`src/rtl/dmi_access_pkg.sv`:
```
// Shared encodings and types for the DMI access controller: op/status codes,
// FSM state encoding and the {addr, data, op} word layout.
package dmi_access_pkg;

  localparam logic [1:0] OP_NOP   = 2'd0;
  localparam logic [1:0] OP_READ  = 2'd1;
  localparam logic [1:0] OP_WRITE = 2'd2;

  localparam logic [1:0] ST_OK     = 2'd0;
  localparam logic [1:0] ST_FAILED = 2'd2;
  localparam logic [1:0] ST_BUSY   = 2'd3;

  localparam logic [1:0] STATE_IDLE      = 2'd0;
  localparam logic [1:0] STATE_REQ       = 2'd1;
  localparam logic [1:0] STATE_WAIT_RESP = 2'd2;

  typedef enum logic [1:0] {
    S_IDLE      = STATE_IDLE,
    S_REQ       = STATE_REQ,
    S_WAIT_RESP = STATE_WAIT_RESP
  } dmi_state_e;

  // Address field sized for the widest supported ABITS; narrower builds zero-extend.
  localparam int unsigned DMI_ADDR_MAX = 32;

  typedef struct packed {
    logic [DMI_ADDR_MAX-1:0] addr;
    logic [31:0]             data;
    logic [1:0]              op;
  } dmi_word_t;

  function automatic logic op_is_access(input logic [1:0] op);
    return (op == OP_READ) || (op == OP_WRITE);
  endfunction

endpackage

```
`src/rtl/dmi_access_ctrl.sv`:
```
// DMI access controller: turns DTM update strobes into one debug-module transaction
// and keeps the sticky busy/failed status. Optional response timeout: DMI_ACCESS_TIMEOUT_EN.
module dmi_access_ctrl
  import dmi_access_pkg::*;
#(
  parameter int unsigned ABITS          = 7,
  parameter int unsigned TIMEOUT_CYCLES = 1024
) (
  input  logic             clk_i,
  input  logic             rst_i,
  input  logic             update_i,
  input  logic             capture_i,
  input  logic [ABITS+33:0] dmi_wdata_i,
  output logic [ABITS+33:0] dmi_rdata_o,
  input  logic             dmireset_i,
  output logic             dmi_req_valid_o,
  input  logic             dmi_req_ready_i,
  output logic [ABITS-1:0] dmi_req_addr_o,
  output logic [31:0]      dmi_req_data_o,
  output logic [1:0]       dmi_req_op_o,
  input  logic             dmi_resp_valid_i,
  output logic             dmi_resp_ready_o,
  input  logic [31:0]      dmi_resp_data_i,
  input  logic             dmi_resp_err_i,
  output logic             busy_o
);

  // Request channel: valid/ready, a beat transfers on a clock edge where both are 1;
  // addr/data/op stay stable while valid is high. Response channel uses the same rule.

  dmi_state_e       state_q, state_d;
  dmi_word_t        req_q, req_d;
  logic [31:0]      rdata_q, rdata_d;
  logic [1:0]       err_q, err_d;
  logic [ABITS+33:0] cap_q, cap_d;
  dmi_word_t        upd_word;
  logic [1:0]       status;
  logic             addr_unused;

`ifdef DMI_ACCESS_TIMEOUT_EN
  localparam int unsigned CNT_W = $clog2(TIMEOUT_CYCLES);
  logic [CNT_W-1:0] cnt_q, cnt_d;
`else
  logic timeout_unused;
  assign timeout_unused = (TIMEOUT_CYCLES < 2);
`endif

  always_comb begin
    upd_word      = '0;
    upd_word.addr = DMI_ADDR_MAX'(dmi_wdata_i[ABITS+33:34]);
    upd_word.data = dmi_wdata_i[33:2];
    upd_word.op   = dmi_wdata_i[1:0];
  end

  always_comb begin
    state_d = state_q;
    req_d   = req_q;
    rdata_d = rdata_q;
    err_d   = err_q;
`ifdef DMI_ACCESS_TIMEOUT_EN
    cnt_d   = cnt_q;
`endif
    case (state_q)
      S_IDLE: begin
        if (update_i && op_is_access(upd_word.op) && (err_q == ST_OK)) begin
          req_d   = upd_word;
          state_d = S_REQ;
        end
      end
      S_REQ: begin
`ifdef DMI_ACCESS_TIMEOUT_EN
        cnt_d = '0;
`endif
        if (dmi_req_ready_i) state_d = S_WAIT_RESP;
      end
      S_WAIT_RESP: begin
        if (dmi_resp_valid_i) begin
          if (req_q.op == OP_READ) rdata_d = dmi_resp_data_i;
          if (dmi_resp_err_i && (err_q == ST_OK)) err_d = ST_FAILED;
          state_d = S_IDLE;
        end
`ifdef DMI_ACCESS_TIMEOUT_EN
        else if (cnt_q == CNT_W'(TIMEOUT_CYCLES - 1)) begin
          if (err_q == ST_OK) err_d = ST_FAILED;
          state_d = S_IDLE;
        end else begin
          cnt_d = cnt_q + 1'b1;
        end
`endif
      end
      default: state_d = S_IDLE;
    endcase

    // First error sticks; any DTM access during a transaction reports busy.
    if ((update_i || capture_i) && (state_q != S_IDLE) && (err_q == ST_OK)) err_d = ST_BUSY;
    if (dmireset_i) err_d = ST_OK;
  end

  always_comb begin
    if (err_q != ST_OK)         status = err_q;
    else if (state_q != S_IDLE) status = ST_BUSY;
    else                        status = ST_OK;
    cap_d = {req_q.addr[ABITS-1:0], rdata_q, status};
  end

  always_ff @(posedge clk_i) begin
    if (rst_i) begin
      state_q <= S_IDLE;
      req_q   <= '0;
      rdata_q <= '0;
      err_q   <= ST_OK;
      cap_q   <= '0;
`ifdef DMI_ACCESS_TIMEOUT_EN
      cnt_q   <= '0;
`endif
    end else begin
      state_q <= state_d;
      req_q   <= req_d;
      rdata_q <= rdata_d;
      err_q   <= err_d;
      cap_q   <= cap_d;
`ifdef DMI_ACCESS_TIMEOUT_EN
      cnt_q   <= cnt_d;
`endif
    end
  end

  assign addr_unused      = |(req_q.addr >> ABITS);
  assign dmi_req_valid_o  = (state_q == S_REQ);
  assign dmi_req_addr_o   = req_q.addr[ABITS-1:0];
  assign dmi_req_data_o   = req_q.data;
  assign dmi_req_op_o     = req_q.op;
  assign dmi_resp_ready_o = (state_q == S_WAIT_RESP);
  assign dmi_rdata_o      = cap_q;
  assign busy_o           = (state_q != S_IDLE);

endmodule

```
`config.mk`:
```
export PLATFORM = sky130hd
export DESIGN_NAME = dmi_access_ctrl
export DESIGN_NICKNAME = d
export VERILOG_FILES = /design/src/rtl/dmi_access_pkg.sv /design/src/rtl/dmi_access_ctrl.sv
export SDC_FILE = /design/constraint.sdc
export NUM_CORES = 1
export LEC_CHECK = 0
export ABC_AREA = 1
export CORE_ASPECT_RATIO = 1.75
export CORE_MARGIN = 2
export CORE_UTILIZATION = 41
export DETAILED_ROUTE_END_ITERATION = 8
export PLACE_DENSITY = 0.8
export SYNTH_ARGS = -nofsm -noshare
export SYNTH_HDL_FRONTEND = slang
export SYNTH_SLANG_ARGS = --single-unit
```
`constraint.sdc`:
```
create_clock -name clk_i -period 1.2 [get_ports clk_i]
set_clock_uncertainty 0.1 [all_clocks]
set_input_delay 0.24 -clock clk_i [delete_from_list [all_inputs] [get_ports clk_i]]
set_output_delay 0.24 -clock clk_i [all_outputs]
set_load 0.01 [all_outputs]
```
# After elaboration in Yosys (flattened, before gate mapping)
# Cells that the tools add are included.
totals:
  regBits: 118
  in_bits: 81
  output_inout_bits: 85
op_classes:
  n_eq_ne: 8
  muxes: 10
  n_reduce_logical: 19
ops:
  columns: ["op", "n"]
  rows:
  - ["2-to-1 mux 2 bit", 9]
  - ["nonzero test 2 bit", 5]
  - ["AND reduction 3 bit", 3]
  - ["equality test 2 x 1 -> 1 bit, second input constant", 3]
  - ["case mux 2 bit (3 select lines)", 1]
  - ["logical AND 1 bit", 5]
  - ["equality test 2 bit, second input constant", 2]
  - ["logical NOT 2 bit", 2]
  - ["inequality test 2 bit, second input constant", 2]
  - ["logical OR 1 bit", 2]
  - ["inequality test 2 x 1 -> 1 bit, second input constant", 1]
  - ["AND reduction 2 bit", 1]
  - ["OR reduction 2 bit", 1]

# Logic depth before layout (Yosys ltp)
logic_depth:
  ltp_word: 6
  mapped_depth: 8
  depth_no_buf: 7

# Worst setup path before layout
# Ideal clock, no wire load.
synth_timing:
  path_type: "reg2reg"
  from: "reg err_q[0]"
  to: "reg req_q (netlist bit dmi_req_addr_o[0])"
  t_arrival_ns: 1.066
  setup_slack_ns: -0.076
  stages_incl_launch_ff: 9
  path_buffers: 2
  period_less_slack_ns: 1.276
  cell_sequence: "dfxtp_1 inv_2 nand2_2 nor2_4 buf_2 buf_2 nand4_1 nand2_1 nor2_1"
synth_via:
  elab_chain_len: 3
synth_rtl:
  columns: ["item", "line_no", "source"]
  rows:
  - ["start: declaration", "dmi_access_ctrl.sv:34", "logic [1:0] err_q, err_d;"]
  - ["start signal: assignment", "dmi_access_ctrl.sv:120", "err_q <= err_d;"]
  - ["logical NOT 2 bit", "dmi_access_ctrl.sv:65", "if (update_i && op_is_access(upd_word.op) && (err_q == ST_OK)) begin"]
  - ["logical AND 1 bit", "dmi_access_ctrl.sv:65", null]
  - ["AND reduction 2 bit (no source line)", null, null]
  - ["end signal: assignment", "dmi_access_ctrl.sv:118", "req_q <= req_d;"]
  - ["end: declaration", "dmi_access_ctrl.sv:32", "dmi_word_t req_q, req_d;"]
# Every way passes these cells.
# A chain may end at the register's enable or synchronous reset.

# Final worst setup path
layout_timing:
  from: "reg state_q[0]"
  to: "reg req_q (netlist bit dmi_req_data_o[18])"
layout_via:
  elab_chain_len: 2
layout_rtl:
  columns: ["item", "line_no", "source"]
  rows:
  - ["start: declaration", "dmi_access_ctrl.sv:31", "dmi_state_e state_q, state_d;"]
  - ["start signal: assignment", "dmi_access_ctrl.sv:117", "state_q <= state_d;"]
  - ["logical NOT 2 bit", "dmi_access_ctrl.sv:63", "case (state_q)"]
  - ["AND reduction 2 bit (no source line)", null, null]
# Every way passes these cells.

==> metrics list <==
- For this run, the detailed router's first-pass iteration total came to 4.
- TritonCTS sink count: 118
- Once the floorplan was initialized, standard cells occupied 41.98% of the core.
- End point of the most critical hold path: dmi_rdata_o[9]
- The run finished, with violations left.
- The worst pin sits at a relative slew slack of 81.65%.
* R2R depth: 8
* Setup slack of the most critical reg-to-reg path: -0.26 ns
* Diode count: 0
- After detailed routing, the number of vias per cell comes to 4.740.
- Across the run, the number of max-cap violations was 0.
* Worst setup timing slack at the placement stage: -0.5529 ns
- The final reports fail on negative setup slack.
- STA classifies the critical path endpoint as a flip-flop.
- The finished layout holds 997 standard cells, fillers aside.
- TritonCTS clock tree: yes
- The critical path is of the flip-flop to flip-flop type.
- Data arrival time of the critical path: 1.69 ns
- The total count of hold-check failures in the final report was 0.
- Number of enable-type register cells in the synthesized netlist: 0
- Synthesis warning total: 0
* Post-Synthesis Net Count: 734
* Cell chosen for the clock root: sky130_fd_sc_hd__clkbuf_16
- Sum of net half-perimeters after detailed placement: 9055 um
* Count of H-tree levels built during CTS: 4
* Unique masters post-synth: 20
* Max-slew violations: 0
- RSZ-0062 raised after global routing: true
- VDD sags by at most 0.001113 V.
- For the pin with the worst max-slew slack, the measured transition is 0.2729 ns.
- The startpoint identified for the worst register-to-register timing path is state_q[0].
* Avg Inst Size Synth: 7.180 um2
- Overall die width: 84.84 um
* Reg-to-Reg End: dmi_req_data_o[18]
- Dividing total power by cell area gives a power density of 1372 nW/um2.
* Data required, critical path: 1.43 ns
- In this run the remaining antenna-violating nets after routing total 0.
* Total of fill cells in the finished design: 867
* Final estimated routing congestion in global placement: 0.8538
- NumNets Final: 933
* Number of global-route vias before repair: 4556
* FF+latch count, synth: 118
- Including well taps, the total number of placed cells is 946.
- Maximum number of pins on one net before global-route repair: 44
* Min-delay src: rst_i
* Final setup violating endpoints: 80
* CP startpoint kind: flip-flop
* Die H: 145.5 um
* Post-synth design cell area: 4688 um2
- The first global-routing pass estimated 21570 um of wire.
- Number of DRC markers after the initial detailed-route iteration: 213
* Pleak: 3.669 nW
- Static timing analysis puts the maximum clock frequency at 0.6828 GHz.
- Summed over all layers, the global routing overflow is 0.
- Buffer levels on the longest clock path: 2
* Max stage delay on crit path: 0.36 ns
- Highest-delay cell along the critical path: sky130_fd_sc_hd__dfxtp_4
- Shortest period the worst path allows: 1.465 ns
- Worst hold path depth: 3
- In this run the core area contains 51 standard-cell rows.
- For this design the top-level I/O count stands at 166.
- The floorplan step defined a die boundary enclosing 12340 um2.
- The path class of the tightest hold or removal check is input pin to flip-flop.
- IO buf count: 165
- In this run the worst path has a maximum fanout of 24.
* Async set-or-reset flop fraction in the synthesized netlist: 0%
* Ratio of final minimum period to clock period: 122.1%
- Final routed wire length divided by cell count: 14.62 um
- Signed area change from the synthesized netlist to the final layout: 64.91%
- Clock-pin slew was measured on the worst setup and hold paths at 0.06 ns.
- In the post-route analysis, the smallest setup slack over all paths is -0.2646 ns.
* Sequential fraction of the synthesis area: 50.39%
* Remaining DRCs: 0
- Once layout is complete, the utilization of the core stands at 69.23%.
- By instance count, the cell type seen most on the critical path is sky130_fd_sc_hd__buf_6.
- Cells along the critical path: nor2_4, buf_6, buf_6, nand3_4, buf_12, nand2_1, inv_2, nor2_2
- Core Box Area: 11170 um2
- Overall routed net length: 14580 um
- Cells with a size suffix above 1 make up 37.34% of the layout.
* Source-to-sink clock delay at the later pin of the worst-skew pair: 0.40 ns
* Vias: 4726
- Post-Synthesis Cells: 653
- For this run, the total global-route usage over all layers was measured as 22.13%.
* Leading register cell type out of synthesis: sky130_fd_sc_hd__dfxtp_1
- Clock tree synthesis inserted a total of 17 buffers.
- Number of antenna violations at the first check in global routing: 0
-- cells in the final DEF (no fill, tap or decap), drive strengths merged --
cell	n
clkinv	5
nor2	122
a21oi	3
dfxtp	118
buf	140
nand4	40
inv	169
clkbuf	21
nand3	4
or2	1
clkdlybuf4s50	79
o21ai	32
nand2	91
clkinvlp	5
o211a	1
nor4	32
a21boi	1
nor3	1
-- cell usage after synthesis (4+ instances only) --
library cell | instances | share of area [%]
sky130_fd_sc_hd__nor4_1 | 32 | 4.3
sky130_fd_sc_hd__clkbuf_1 | 19 | 1.5
sky130_fd_sc_hd__dfxtp_1 | 118 | 50
sky130_fd_sc_hd__nor2_1 | 120 | 9.6
sky130_fd_sc_hd__inv_2 | 39 | 3.1
sky130_fd_sc_hd__inv_1 | 126 | 10
sky130_fd_sc_hd__nand3_1 | 4 | 0.43
sky130_fd_sc_hd__nand4_1 | 40 | 5.3
sky130_fd_sc_hd__buf_2 | 17 | 1.8
sky130_fd_sc_hd__o21ai_1 | 32 | 3.4
sky130_fd_sc_hd__nand2_1 | 89 | 7.1
-- per-layer routing --
layer,track usage (%),up-vias,part of all wire (%)
li1,-,2362,-
met3,4.538,43,4.0
met5,0,-,0
met4,11.59,0,4.1
met1,22.20,2162,36
met2,41.61,159,56
-- registers in the layout, indices dropped and copies added, names as in the netlist --
register	flops
dmi_rdata_o	41
dmi_req_data_o	32
rdata_q	32
dmi_req_addr_o	7
dmi_req_op_o	2
err_q	2
state_q	2
-- metrics by stage --
step	instance area (um2)	setup TNS [ns]	hold WS, ns	power, mW
6_report	7731	-14.43	0.1300	10.61
5_1_grt	7731	-20.65	0.1404	11.00
4_1_cts	7357	-11.20	0.1222	10.56
3_5_place_dp	6736	-37.46	0.3094	5.841
3_3_place_gp	6736	-35.16	0.3065	5.814
2_1_floorplan	4722	-0.003625	0.2813	4.978
-- what timing repair did --
action | 4_1_cts | 5_1_grt
gates resized for setup | 474 | 60
cloned | 1 | 5
hold buffers | 0 | 0
pin swaps | 2 | 2
setup endpoints to repair | 161 | 143
hold endpoints to repair | 0 | 0
setup buffers | 3 | 10
-- cell type report --
class,count,area (um2),area share [%]
clock inverter,14,101.3,1.311
multi-input combinational,328,1653,21.38
sequential,118,2451,31.70
tap,132,165.2,2.136
inverter,165,619.3,8.011
timing repair buffer,222,2302,29.78
clock buffer,18,439.2,5.681
-- power breakdown --
part | switching, mW | internal (mW) | total, mW
Sequential | 0.108 | 4.10 | 4.21
Combinational | 0.883 | 0.944 | 1.83
Clock | 1.87 | 2.70 | 4.57
-- worst max path at each step --
| stage | cells past startpoint | from | endpoint | slack, ns |
|---|---|---|---|---|
| global placement | 5 | dmi_resp_valid_i | rdata_q[17] | -0.53 |
| global route | 8 | err_q[1] | dmi_req_data_o[18] | -0.33 |
| detailed placement | 5 | dmi_resp_valid_i | rdata_q[16] | -0.55 |
| finish | 8 | state_q[0] | dmi_req_data_o[18] | -0.26 |
| CTS | 3 | state_q[1] | dmi_resp_ready_o | -0.24 |
| floorplan | 8 | err_q[0] | dmi_req_addr_o[0] | -0.0004 |
-- worst max-delay path, delay by kind of cell, from the launching register on --
family / cells / cell delay (ns)
buf+inv: 4 / 0.45
flops: 1 / 0.36
simple gates: 4 / 0.46
-- cell families after synthesis --
logic type	share of synthesized area [%]
AO/OA/AOI/OAI	4.110
buffers and inverters	17.51
flip-flops	50.39
AND/OR/NAND/NOR	28.00
No activity file was read; power rests on OpenSTA's default activity.
